<file path="src/rtl/axi_slave_scheduler.sv">
// axi_slave_scheduler
//   Per-slave ownership scheduler for a 2-master AXI interconnect. Each slave
//   is arbitrated on its own (round-robin when both masters want it), so
//   different master/slave pairs can run at the same time. Each ownership is
//   tracked through its address phase and its completion phase. A watchdog
//   force-releases a slave that stays busy too long.
//
//   state | meaning
//   IDLE  | slave free, takes part in arbitration
//   ADDR  | owned, waiting for the address handshake
//   RESP  | owned, address accepted, waiting for last beat / write response
//
// Ports
//   ACLK, ARESETn   clock, asynchronous active-low reset
//   ar_req, aw_req  per-master ARVALID / AWVALID
//   ar_tgt, aw_tgt  per-master decoded target slave, master m at [SW*m +: SW]
//   s_addr_hs       per-slave address handshake this cycle
//   s_done          per-slave completion (last read beat or write response)
//   m_gnt           master m owns a slave
//   m_gnt_slv       slave index owned by master m
//   m_gnt_wr        1 = master m owns for a write, 0 = for a read
//   s_busy          slave is owned
//   s_owner         owning master per slave (valid while s_busy)
//   timeout_err     one-cycle pulse when the watchdog releases a slave
module axi_slave_scheduler #(
    parameter int NUM_S   = 3,
    parameter int TIMEOUT = 255,
    localparam int SW     = (NUM_S > 1) ? $clog2(NUM_S) : 1
) (
    input  logic              ACLK,
    input  logic              ARESETn,
    input  logic [1:0]        ar_req,
    input  logic [1:0]        aw_req,
    input  logic [2*SW-1:0]   ar_tgt,
    input  logic [2*SW-1:0]   aw_tgt,
    input  logic [NUM_S-1:0]  s_addr_hs,
    input  logic [NUM_S-1:0]  s_done,
    output logic [1:0]        m_gnt,
    output logic [2*SW-1:0]   m_gnt_slv,
    output logic [1:0]        m_gnt_wr,
    output logic [NUM_S-1:0]  s_busy,
    output logic [NUM_S-1:0]  s_owner,
    output logic [NUM_S-1:0]  timeout_err
);

    localparam int CW = (TIMEOUT > 2) ? $clog2(TIMEOUT) : 1;
    localparam logic [CW-1:0] CNT_LAST = CW'(TIMEOUT - 1);
    localparam logic [SW-1:0] S_LAST   = SW'(NUM_S - 1);

    typedef enum logic [1:0] {
        IDLE = 2'd0,
        ADDR = 2'd1,
        RESP = 2'd2
    } state_t;

    state_t            st      [NUM_S];
    logic [CW-1:0]     cnt     [NUM_S];
    logic [NUM_S-1:0]  rr_last;

    logic [1:0]        cand_vld;
    logic [1:0]        cand_wr;
    logic [SW-1:0]     tgt     [2];
    logic [SW-1:0]     raw_tgt [2];
    logic [NUM_S-1:0]  gnt_vld;
    logic [NUM_S-1:0]  gnt_m;

    // Candidate request per master: read has priority over write; targets
    // beyond the slave range fall through to the default (last) slave.
    always_comb begin
        cand_vld = '0;
        cand_wr  = '0;
        for (int m = 0; m < 2; m++) begin
            raw_tgt[m]  = ar_req[m] ? ar_tgt[SW*m +: SW] : aw_tgt[SW*m +: SW];
            tgt[m]      = (raw_tgt[m] > S_LAST) ? S_LAST : raw_tgt[m];
            cand_vld[m] = (ar_req[m] | aw_req[m]) & ~m_gnt[m];
            cand_wr[m]  = ~ar_req[m];
        end
    end

    always_comb begin
        gnt_vld = '0;
        gnt_m   = '0;
        for (int s = 0; s < NUM_S; s++) begin
            logic r0, r1;
            r0 = cand_vld[0] && (tgt[0] == SW'(s));
            r1 = cand_vld[1] && (tgt[1] == SW'(s));
            gnt_vld[s] = (st[s] == IDLE) && (r0 || r1);
            gnt_m[s]   = (r0 && r1) ? ~rr_last[s] : r1;
        end
    end

    // A master is only eligible while it owns nothing, so a grant never
    // collides with a release of the same master on one edge.
    always_ff @(posedge ACLK or negedge ARESETn) begin
        if (!ARESETn) begin
            for (int s = 0; s < NUM_S; s++) begin
                st[s]  <= IDLE;
                cnt[s] <= '0;
            end
            rr_last     <= '0;
            m_gnt       <= '0;
            m_gnt_slv   <= '0;
            m_gnt_wr    <= '0;
            s_busy      <= '0;
            s_owner     <= '0;
            timeout_err <= '0;
        end else begin
            timeout_err <= '0;
            for (int s = 0; s < NUM_S; s++) begin
                case (st[s])
                    IDLE: begin
                        cnt[s] <= '0;
                        if (gnt_vld[s]) begin
                            st[s]             <= ADDR;
                            s_busy[s]         <= 1'b1;
                            s_owner[s]        <= gnt_m[s];
                            rr_last[s]        <= gnt_m[s];
                            m_gnt[gnt_m[s]]   <= 1'b1;
                            m_gnt_wr[gnt_m[s]] <= cand_wr[gnt_m[s]];
                            if (gnt_m[s])
                                m_gnt_slv[2*SW-1:SW] <= SW'(s);
                            else
                                m_gnt_slv[SW-1:0] <= SW'(s);
                        end
                    end
                    ADDR: begin
                        // A same-edge s_done is dropped here; the slave keeps
                        // its response valid, so RESP still sees it.
                        if (s_addr_hs[s]) begin
                            st[s]  <= RESP;
                            cnt[s] <= '0;
                        end else if (cnt[s] == CNT_LAST) begin
                            st[s]             <= IDLE;
                            s_busy[s]         <= 1'b0;
                            m_gnt[s_owner[s]] <= 1'b0;
                            timeout_err[s]    <= 1'b1;
                        end else begin
                            cnt[s] <= cnt[s] + CW'(1);
                        end
                    end
                    RESP: begin
                        if (s_done[s]) begin
                            st[s]             <= IDLE;
                            s_busy[s]         <= 1'b0;
                            m_gnt[s_owner[s]] <= 1'b0;
                        end else if (cnt[s] == CNT_LAST) begin
                            st[s]             <= IDLE;
                            s_busy[s]         <= 1'b0;
                            m_gnt[s_owner[s]] <= 1'b0;
                            timeout_err[s]    <= 1'b1;
                        end else begin
                            cnt[s] <= cnt[s] + CW'(1);
                        end
                    end
                    default: begin
                        st[s]  <= IDLE;
                        cnt[s] <= '0;
                    end
                endcase
            end
        end
    end

endmodule

</file>
<file path="config.mk">
export PLATFORM = sky130hd
export DESIGN_NAME = axi_slave_scheduler
export DESIGN_NICKNAME = d
export VERILOG_FILES = /design/src/rtl/axi_slave_scheduler.sv
export SDC_FILE = /design/constraint.sdc
export NUM_CORES = 1
export LEC_CHECK = 0
export CORE_ASPECT_RATIO = 1.1
export CORE_MARGIN = 4
export CORE_UTILIZATION = 50
export DETAILED_ROUTE_END_ITERATION = 8
export GPL_ROUTABILITY_DRIVEN = 0
export PLACE_DENSITY = 0.73
export SETUP_SLACK_MARGIN = 0.05
export SLEW_MARGIN = 10
export SYNTH_ARGS = -nofsm -noshare
export SYNTH_HDL_FRONTEND = slang
export SYNTH_SLANG_ARGS = --single-unit
</file>
<file path="constraint.sdc">
create_clock -name ACLK -period 1.9 [get_ports ACLK]
set_input_delay 0.285 -clock ACLK [delete_from_list [all_inputs] [get_ports ACLK]]
set_output_delay 0.285 -clock ACLK [all_outputs]
set_load 0.01 [all_outputs]
</file>
### Word level (Yosys, flattened, before mapping)

Index checks and enable logic that the tools add are counted.

* register bits after elaboration: 47
* input bits: 20
* output and inout bits: 17
* word-level logic and storage cells: 225

* $add $sub $neg: 3
* $lt $le $gt $ge: 14
* equal/unequal tests: 22
* mux-type cells: 115
* bitwise operators: 20
* reduce and logical (&&, ||, !) cells: 35

Operators by type and width (count)
* 2-to-1 mux 2 bit: 40
* 2-to-1 mux 8 bit: 9
* one-hot mux 8 bit (2 select lines): 3
* 2-to-1 mux 1 bit: 36
* one-hot mux 2 bit (3 select lines): 6
* adder 8 x 1 -> 8 bit, second input constant: 3
* equality test 8 bit, second input constant: 3
* 2-to-1 mux 4 bit: 6
* logical AND 1 bit: 18
* inequality test 2 bit, second input constant: 9
* < comparator 1 x 2 -> 1 bit, second input constant: 6
* equality test 2 x 1 -> 1 bit, second input constant: 5
* equality test 2 bit, second input constant: 5
* zero test 2 bit: 5
* one-hot mux 1 bit (3 select lines): 3
* AND reduction 3 bit: 3
* nonzero test 3 bit: 3
* NOT 1 bit: 7
* AND 2 bit: 3
* bitwise mux 2 bit: 3
* demux 1 bit (select 1 bit): 6
* >= comparator 1 bit, second input constant: 6
* NOT 2 bit: 3
* OR 2 bit: 3
* 6 further kinds: 15

### Longest topological paths before layout

Gate-level depths: netlist (run 1).

* word-level depth: 22
* gate-level depth with buffers: 8
* depth with buffers taken out: 7

### Least setup slack after synthesis (run 1)

Ideal clock, no wire load.

* path type: register -> register
* start point: reg cnt[0] (netlist bit)
* end point: reg m_gnt[0]
* library setup time: 0.144 ns
* arrival: 1.619 ns
* required time: 1.756 ns
* setup slack: 0.137 ns
* cell stages (with the launch flop): 8
* path buffers: 0
* period minus slack after synthesis: 1.763 ns
* cell sequence: dfrtp_1 -> inv_1 -> ha_1 -> nand3_1 -> or2_1 -> or3_1 -> a221oi_1 -> o32ai_1

* longest elaborated chain between the ends: 4
* elaborated cells on any way between the ends: 5
* those cells by class: eq/ne: 1; mux: 4

RTL lines
* start: declaration: RTL line 57 `logic [CW-1:0] cnt [NUM_S];`
* start signal: indexed assignment: RTL line 138 `cnt[s] <= cnt[s] + CW'(1);`
* start signal: indexed assignment: RTL line 152 `cnt[s] <= cnt[s] + CW'(1);`
* equality test 8 bit *: RTL line 132, 146
* 2-to-1 mux 2 bit *: RTL line 132, 146
* 2-to-1 mux 2 bit (on tied branches): RTL line 142, 129
* one-hot mux 2 bit (3 select lines) *: RTL line 110 `case (st[s])`
* end signal: indexed assignment: RTL line 135 `m_gnt[s_owner[s]] <= 1'b0;`
* end signal: indexed assignment: RTL line 145 `m_gnt[s_owner[s]] <= 1'b0;`
* end signal: indexed assignment: RTL line 149 `m_gnt[s_owner[s]] <= 1'b0;`
* end: declaration: RTL line 38 `output logic [1:0] m_gnt,`

Every way passes the cells marked *; elsewhere a longest branch is shown, timed or not.
A chain may end at the register's enable or synchronous reset.

### Final worst setup path (run 1)

* start point: reg st[4] (netlist bit)
* end point: reg m_gnt[1]

* longest elaborated chain between the ends: 12
* elaborated cells on any way between the ends: 20
* those cells by class: eq/ne: 2; mux: 12; bitwise: 4; reduce/logical: 2

RTL lines
* start: declaration: RTL line 56 `state_t st [NUM_S];`
* start signal: indexed assignment: RTL line 97 `st[s] <= IDLE;`
* start signal: indexed assignment: RTL line 114 `st[s] <= ADDR;`
* start signal: indexed assignment: RTL line 130 `st[s] <= RESP;`
* zero test 2 bit: RTL line 87, 110
* logical AND 1 bit: RTL line 87 `gnt_vld[s] = (st[s] == IDLE) && (r0 || r1);`
* 2-to-1 mux 2 bit: RTL line 113 `if (gnt_vld[s]) begin`
* one-hot mux 2 bit (3 select lines) *: RTL line 110
* AND 2 bit (no source line)
* 2-to-1 mux 2 bit: RTL line 132, 146
* 2-to-1 mux 2 bit (on tied branches): RTL line 142, 129
* one-hot mux 2 bit (3 select lines) *: RTL line 110
* AND 2 bit (no source line)
* 2-to-1 mux 2 bit: RTL line 132, 146
* 2-to-1 mux 2 bit (on tied branches): RTL line 142, 129
* one-hot mux 2 bit (3 select lines) *: RTL line 110

Marked as above.

==> results of run 1 <==
==> power groups by stage <==
stage	sequential [W]	combinational [W]	clock, W
global placement	0.00147	0.00207	0
global route	0.00151	0.00249	0.000933
floorplan	0.00148	0.00123	0
finish	0.00147	0.00225	0.000870
detailed placement	0.00148	0.00211	0
CTS	0.00146	0.00220	0.000883
==> cell usage in the layout (no fill, tap or decap), types with 3 or more instances in the layout <==
cell type,n
and3_1,5
inv_2,3
o211ai_1,3
a21o_1,6
nor3b_1,3
a22o_1,3
nor3_1,6
o31ai_1,7
o21ai_1,11
nand2_1,25
o31a_1,3
nand4_1,12
and2_1,4
nor2b_1,6
nor2_1,21
o22a_1,3
clkdlybuf4s50_1,33
a211o_1,3
clkbuf_8,5
inv_1,19
a31oi_1,14
a21oi_1,36
o21ai_0,12
a41o_1,4
dfrtp_1,47
ha_1,16
buf_4,46
nand3_1,16
==> worst reg2reg max path, delay by kind of cell (launching register included) <==
kind / cells / cell delay [ps]
AO/OA/AOI/OAI: 3 / 590
flip-flops: 1 / 440
adder cells (fa/ha/maj): 1 / 180
AND/OR/NAND/NOR: 1 / 390
buffers and inverters: 2 / 150
==> final timing paths <==
path | from | end | slack [ps] | cells past startpoint
worst max-delay path | st[4]$_DFFE_PN0P_ | m_gnt[1]$_DFF_PN0_ | 60 | 7
worst max register to register | st[4]$_DFFE_PN0P_ | m_gnt[1]$_DFF_PN0_ | 60 | 7
worst min register to register | s_busy[0]$_DFFE_PN0P_ | s_busy[0]$_DFFE_PN0P_ | 510 | 1
min in group ACLK | s_busy[0]$_DFFE_PN0P_ | s_busy[0]$_DFFE_PN0P_ | 510 | 1
max in group asynchronous | ARESETn | cnt[3]$_DFFE_PN0P_ | 1180 | 3
worst min-delay path | ARESETn | s_owner[1]$_DFFE_PN0P_ | 490 | 3
==> cells by family (layout without fill, tap and decap cells) <==
family / Yosys count / after routing / share of synthesized area [%]
AO/OA/AOI/OAI: 133 / 133 / 29.4
adder cells (fa/ha/maj): 18 / 18 / 7.24
buffers and inverters: 32 / 114 / 4.62
flip-flops: 47 / 47 / 37.8
multiplexers: 2 / 2 / 0.804
AND/OR/NAND/NOR: 116 / 116 / 20.1
==> timing repair <==
| action | in CTS | in global routing |
|---|---|---|
| pin swaps | 7 | 7 |
| setup endpoints to repair | 4 | 7 |
| endpoints found under the hold margin | 47 | 0 |
| hold buffers | 1 | 0 |
| gates resized for setup | 10 | 11 |
| buffers inserted | 2 | 1 |
==> layer usage <==
metal / track usage [%] / up-vias / share of wire, %
met1: 27.2 / 1466 / 45
met2: 34.8 / 53 / 50
met3: 3.56 / 9 / 3.8
met5: 0 / - / 0
li1: - / 1486 / -
met4: 5.59 / 0 / 1.2
==> sequential cells by signal, indices dropped and copies added, names as in the netlist <==
name	cells
rr_last	1
cnt	24
m_gnt_wr	2
s_busy	3
m_gnt_slv	4
s_owner	2
st	6
timeout_err	3
m_gnt	2
==> metrics by stage <==
step	util (%)	power, W	setup TNS (ps)	instances
final	69.2	0.00460	0	507
after global routing	69.2	0.00494	-46.9	507
after CTS	68.3	0.00455	0	506
after detailed placement	65.0	0.00359	-3890	495
after global placement	65.0	0.00355	-3120	495
after floorplan	-	0.00271	0	348
==> cell type report <==
class | instances | share of cell area (%)
Clock buffer | 6 | 1.77
Timing Repair Buffer | 84 | 17.8
Sequential cell | 47 | 28.8
Clock inverter | 2 | 1.47
Multi-Input combinational cell | 269 | 45.8
Inverter | 22 | 2.02
Tap cell | 77 | 2.36
==> out/metrics.yaml, run 1 <==
clock_skew_ps: 6.09
cts_max_path_buffers: 2
wirelength_mm: 7.78
die_w_um: 83.2
critPathKind: "reg -> reg"
design.core.area_um2: 5910
synth_edf_count: 0
root_buffer: "clkbuf_8"
setup_viol: 0
grt_pass1_vias: 2887
antenna_cells: 0
syn_nets: 386
path_max_fanout: 5
placed_cell_area_um2: 3840
antenna_found_initial: 0
p_int_w: 0.00287
fillers: 460
min_path_type: "in -> async"
crit_buf_inv: 2
synth_flop_cell: "dfrtp_1"
drtAntennaViolNets: 0
synthTopCellsByArea: "dfrtp_1, ha_1, a21oi_1, nand2_1, a31oi_1"
cts.clk_slew.worst_paths_ps: 90
drc: 0
async_flop_share_pct: 100
row_count: 29
drt-pass1-iter-count: 4
grtUsageTotal_pct: 20.6
crit_family: "compound AO/OA/AOI/OAI gates"
wl_per_cell_um: 15.4
portBuffers: 36
hpwl_mm: 5.73
layout-drive-gt1-share_pct: 19.1
fmax_ghz: 0.544
hold_viol: 0
pwr-share-clk_pct: 18.9
slew-limit-headroom_pct: 69.2
yosysMostFrequentCell: "dfrtp_1"
drt_iter0_markers: 138
routed_via_density: 5.94
ys_warn_count: 0
p_leak_nw: 1.82
yosysTopAreaCellShare_pct: 37.8
grt_max_degree: 48
clock_latency_ps: 300
die_area_um2: 7550
netSwitchingFraction_pct: 37.7
vias: 3014
syn_inst: 348
grt_pass1_wl_mm: 13.2
ys_seq_area_share_pct: 37.8
power_frac_seq_pct: 32.0
grt-ovfl-total: 0
clock_sinks: 47
slowest_stage: "dfrtp_1"
nets: 467
final_area_um2: 4090
ios: 37
maxCapViolCount: 0
pre_cts_slack_ps: -361
yosysUniqueCellTypes: 61
p_per_area_nw_per_um2: 1120
cp_data_arrival_time_ps: 2050
synth_area_per_cell_um2: 8.94
cts_made_buffers: 5
ys_seq_elements: 47
pwr-share-comb_pct: 49.1
layout_setup_ws_ps: 61.5
period_share_pct: 96.8
synthTopCellsByCount: "dfrtp_1, a21oi_1, nand2_1"
outcome: "completed"
post-route-min-period_ps: 1840
rsz0062_at_grt: "true"
syn_to_final_growth_pct: 31.4
tightest_slew_ps: 460
synth_largest_area_cell: "dfrtp_1"
switchingPower_w: 0.00173
multiInputGateArea_um2: 1870
regArea_um2: 1180
slowest_delay_ps: 440
crit_chain: "inv_2 > ha_2 > inv_1 > or3_1 > a311oi_2 > a311oi_2 > o32ai_2"
start_kind: "flip-flop"
cts_tree: "built"
cp-end-kind: "flip-flop"
htreeDepth: 2
start_util_pct: 52.6
synth_area_um2: 3110
maxSlewViolCount: 0
hold_ws_ps: 492
crit_required_ps: 2110
cp_common_cell: "a311oi_2"
die_y_um: 90.7
ir_drop_v: 0.000593
No activity file was read; power rests on OpenSTA's default activity.
==> run 2, diff against run 1 <==
--- a/config.mk
+++ b/config.mk
@@ -5,11 +5,10 @@
 export SDC_FILE = /design/constraint.sdc
 export NUM_CORES = 1
 export LEC_CHECK = 0
-export CORE_ASPECT_RATIO = 1.1
 export CORE_MARGIN = 4
 export CORE_UTILIZATION = 50
+export CTS_CLUSTER_DIAMETER = 100
 export DETAILED_ROUTE_END_ITERATION = 8
-export GPL_ROUTABILITY_DRIVEN = 0
 export PLACE_DENSITY = 0.73
 export SETUP_SLACK_MARGIN = 0.05
 export SLEW_MARGIN = 10
==> out/metrics.yaml, run 2 (synthesis results as in run 1) <==
slew-limit-headroom_pct: 66.4
min_path_type: "in -> async"
period_share_pct: 96.5
cp_data_arrival_time_ps: 2010
clock_latency_ps: 300
most-common-layout-cells: "dfrtp_1, buf_4, a21oi_1"
hold_viol: 0
regMostFlops: "cnt"
design.core.area_um2: 5990
nets: 465
vias: 3055
switchingPower_w: 0.00178
ios: 37
grt-ovfl-total: 0
drc: 0
root_buffer: "clkbuf_8"
tightest_slew_ps: 504
final_common_cell: "dfrtp_1"
fmax_ghz: 0.545
wirelength_mm: 8.08
p_per_area_nw_per_um2: 1120
ir_drop_v: 0.000869
syn_to_final_growth_pct: 30.6
fin_cells: 503
die_w_um: 86.9
reg_top3: "cnt (24), st (6), m_gnt_slv (4)"
die_y_um: 86.9
drtAntennaViolNets: 0
hpwl_mm: 5.94
maxSlewViolCount: 0
antenna_found_initial: 0
cts.clk_slew.worst_paths_ps: 90
start_util_pct: 51.9
clock_skew_ps: 5.74
clock_sinks: 47
met3_usage_pct: 2.74
routed_via_density: 6.07
post-route-min-period_ps: 1830
grt_pass1_vias: 2834
drt_iter0_markers: 147
cts_max_path_buffers: 2
start_kind: "flip-flop"
cp-end-kind: "flip-flop"
htreeDepth: 2
setup_viol: 0
pwr-share-clk_pct: 17.0
wl_per_cell_um: 16.1
outcome: "completed"
critPathKind: "reg -> reg"
grt_pass1_wl_mm: 13.3
p_int_w: 0.00278
path_max_fanout: 6
rsz0062_at_grt: "true"
grt_util_met1_pct: 30.9
cts_made_buffers: 5
met2_usage_pct: 34.9
grt_max_degree: 23
cts_tree: "built"
die_area_um2: 7550
p_leak_nw: 1.80
crit_required_ps: 2080
top_usage_layer: "met2"
largest_register_ffs: 24
placed_cell_area_um2: 3830
maxCapViolCount: 0
gp_congestion: 0.848
final_area_um2: 4060
layout-drive-gt1-share_pct: 19.6
portBuffers: 36
placed_cells: 493
netSwitchingFraction_pct: 39.1
antenna_cells: 0
row_count: 28
drt-pass1-iter-count: 4
power_frac_seq_pct: 32.6
reg2reg_slack_ps: 70
pwr-share-comb_pct: 50.4
grtUsageTotal_pct: 21.8
-- run 2: cell type report --
cell class	count	area, µm²
clock buffer	6	82.6
clock inverter	2	35.0
fill	471	1930
inverter	22	82.6
multi-input combinational	269	1890
sequential	47	1180
tap	75	93.8
timing repair buffer	82	701
-- run 2: timing repair --
action	in CTS	in global routing
pin swaps	2	6
setup endpoints to repair	5	9
hold buffers	1	0
gates resized for setup	6	18
setup buffers	0	1
endpoints found under the hold margin	20	0
-- run 2: critical path: stages (launching register included) --
cell and delay [ps]:
dfrtp_1 430, inv_1 70, ha_1 160, nand4_1 130
nor2_2 280, nand4_1 190, a311oi_2 330, o32ai_2 110
-- run 2: worst paths after layout --
check | from | cells after the start | to
worst max-delay path | cnt[16]$_DFFE_PN0P_ | 7 | m_gnt[1]$_DFF_PN0_
worst min-delay path | ARESETn | 2 | cnt[17]$_DFFE_PN0P_
worst max register to register | cnt[16]$_DFFE_PN0P_ | 7 | m_gnt[1]$_DFF_PN0_
worst min register to register | s_busy[2]$_DFFE_PN0P_ | 1 | s_busy[2]$_DFFE_PN0P_
max in group asynchronous | ARESETn | 3 | st[0]$_DFFE_PN0P_
min in group ACLK | s_busy[2]$_DFFE_PN0P_ | 1 | s_busy[2]$_DFFE_PN0P_
-- run 2: power groups by stage --
stage	clock network, W	registers (W)	logic, W
2_1_floorplan	0	0.00148	0.00123
3_3_place_gp	0	0.00148	0.00210
3_5_place_dp	0	0.00149	0.00214
4_1_cts	0.000800	0.00147	0.00218
5_1_grt	0.000834	0.00152	0.00252
6_report	0.000778	0.00149	0.00230
-- run 2: metrics by stage --
stage / TNS [ps] / hold slack [ps] / setup WS [ps] / util, % / total power (W)
finish: 0 / 473 / 65.7 / 67.8 / 0.00456
global placement: -3190 / 290 / -264 / 63.9 / 0.00358
global route: -40.0 / 530 / -40.0 / 67.8 / 0.00488
CTS: 0 / 498 / 48.2 / 66.4 / 0.00445
detailed placement: -3890 / 291 / -325 / 63.9 / 0.00362
floorplan: 0 / -10.6 / 137 / - / 0.00271
-- run 2: per-layer routing --
metal | wire (µm) | vias to the layer above
met2 | 3850 | 74
met5 | 0 | -
met1 | 3800 | 1483
met4 | 147 | 0
met3 | 275 | 15
li1 | - | 1483
==> run 3, diff against run 2 <==
--- a/config.mk
+++ b/config.mk
@@ -5,13 +5,14 @@
 export SDC_FILE = /design/constraint.sdc
 export NUM_CORES = 1
 export LEC_CHECK = 0
+export CELL_PAD_IN_SITES_DETAIL_PLACEMENT = 1
+export CELL_PAD_IN_SITES_GLOBAL_PLACEMENT = 1
 export CORE_MARGIN = 4
-export CORE_UTILIZATION = 50
+export CORE_UTILIZATION = 43
 export CTS_CLUSTER_DIAMETER = 100
 export DETAILED_ROUTE_END_ITERATION = 8
-export PLACE_DENSITY = 0.73
+export PLACE_DENSITY_LB_ADDON = 0.1
 export SETUP_SLACK_MARGIN = 0.05
-export SLEW_MARGIN = 10
 export SYNTH_ARGS = -nofsm -noshare
 export SYNTH_HDL_FRONTEND = slang
 export SYNTH_SLANG_ARGS = --single-unit
==> out/metrics.yaml, run 3 (synthesis results as in run 1) <==
outcome: "finished with violations"
violations: "setup timing"
hpwl_mm: 6.85
ir_drop_v: 0.000676
row_count: 30
drc: 0
cp-end-kind: "flip-flop"
die_w_um: 93.1
maxSlewViolCount: 0
grtUsageTotal_pct: 22.1
setup_viol: 1
post-route-min-period_ps: 1920
p_leak_nw: 1.80
grt_pass1_vias: 3291
slew-limit-headroom_pct: 67.6
final_common_cell: "dfrtp_1"
hold_ws_ps: 494
antenna_cells: 0
start_util_pct: 45.1
most-common-layout-cells: "dfrtp_1, buf_4, a21oi_1"
drtAntennaViolNets: 0
portBuffers: 36
tightest_slew_ps: 484
cts.clk_slew.worst_paths_ps: 90
nets: 465
ios: 37
design.core.area_um2: 6910
regMostFlops: "cnt"
cts_tree: "built"
reg_top3: "cnt (24), st (6), m_gnt_slv (4)"
routed_via_density: 6.00
fillers: 814
die_area_um2: 8660
pre_cts_slack_ps: -420
clock_sinks: 47
drt-pass1-iter-count: 4
wirelength_mm: 9.68
crit_required_ps: 2080
layout_setup_ws_ps: -22.9
min_path_type: "in -> async"
path_max_fanout: 5
largest_register_ffs: 24
period_share_pct: 101
p_per_area_nw_per_um2: 1130
grt_pass1_wl_mm: 15.7
grt_max_degree: 48
antenna_found_initial: 0
vias: 3143
hold_viol: 0
gp_congestion: 0.859
cp_data_arrival_time_ps: 2110
syn_to_final_growth_pct: 32.1
htreeDepth: 2
cts_max_path_buffers: 2
root_buffer: "clkbuf_8"
wl_per_cell_um: 18.5
clock_skew_ps: 11.1
cts_made_buffers: 5
layout-drive-gt1-share_pct: 20.6
die_y_um: 93.1
drt_iter0_markers: 126
rsz0062_at_grt: "true"
grt-ovfl-total: 0
start_kind: "flip-flop"
fmax_ghz: 0.520
clock_latency_ps: 310
maxCapViolCount: 0
critPathKind: "reg -> reg"
==> run 3: cell count changes in the layout (fill, tap and decap cells not counted), sizes merged <==
cell	previous run	this run
bufinv	1	0
clkinvlp	0	1
==> run 3: where the power goes <==
group          switching, W  internal (W)
registers          0.000271       0.00122
clock network      0.000369      0.000258
logic               0.00133       0.00119
==> run 3: per-stage QoR <==
step	cells	power (W)	cell area (µm²)	TNS, ps	util [%]
final	524	0.00465	4110	-22.9	59.5
after global routing	524	0.00497	4110	-158	59.5
after CTS	523	0.00440	3970	-0.796	57.5
after detailed placement	512	0.00370	3850	-3460	55.8
after global placement	512	0.00361	3850	-2380	55.8
after floorplan	348	0.00271	3110	0	-
==> run 3: cell type report <==
| class | count | area [µm²] | area share, % |
|---|---|---|---|
| multi-input cells | 269 | 1930 | 47.0 |
| clock inverters | 2 | 12.5 | 0.304 |
| well taps | 96 | 120 | 2.92 |
| repair buffers | 82 | 713 | 17.3 |
| inverters | 22 | 82.6 | 2.01 |
| flip-flops and latches | 47 | 1180 | 28.6 |
| clock buffers | 6 | 72.6 | 1.77 |
==> run 3: final timing paths <==
kind / cells after the start / slack [ps] / end / from
setup reg to reg: 6 / -20 / m_gnt[0]$_DFF_PN0_ / st[4]$_DFFE_PN0P_
hold / removal: 3 / 490 / cnt[17]$_DFFE_PN0P_ / ARESETn
setup / recovery: 6 / -20 / m_gnt[0]$_DFF_PN0_ / st[4]$_DFFE_PN0P_
max in group asynchronous: 3 / 1160 / m_gnt[1]$_DFF_PN0_ / ARESETn
hold reg to reg: 1 / 510 / s_busy[0]$_DFFE_PN0P_ / s_busy[0]$_DFFE_PN0P_
min in group ACLK: 1 / 510 / s_busy[0]$_DFFE_PN0P_ / s_busy[0]$_DFFE_PN0P_
==> run 3: worst max-delay path: stages (launching register included) <==
cell      delay (ps)
dfrtp_1          440
buf_4            160
ha_1             260
a21oi_2          270
nand4_1          150
a311oi_2         370
o32ai_2          150
==> run 3: routing by layer <==
metal | up-vias | GRT usage [%] | share of wire [%]
met3 | 17 | 3.70 | 3.7
met1 | 1572 | 29.1 | 44
li1 | 1476 | - | -
met4 | 0 | 4.76 | 2.1
met2 | 78 | 38.0 | 50
met5 | - | 0 | 0
==> run 3: timing repair <==
| item | 4_1_cts | 5_1_grt |
|---|---|---|
| setup endpoints to repair | 3 | 20 |
| endpoints found under the hold margin | 47 | 0 |
| gates resized for setup | 5 | 26 |
| hold buffers | 1 | 0 |
| pin swaps | 1 | 5 |
| setup buffers | 2 | 1 |
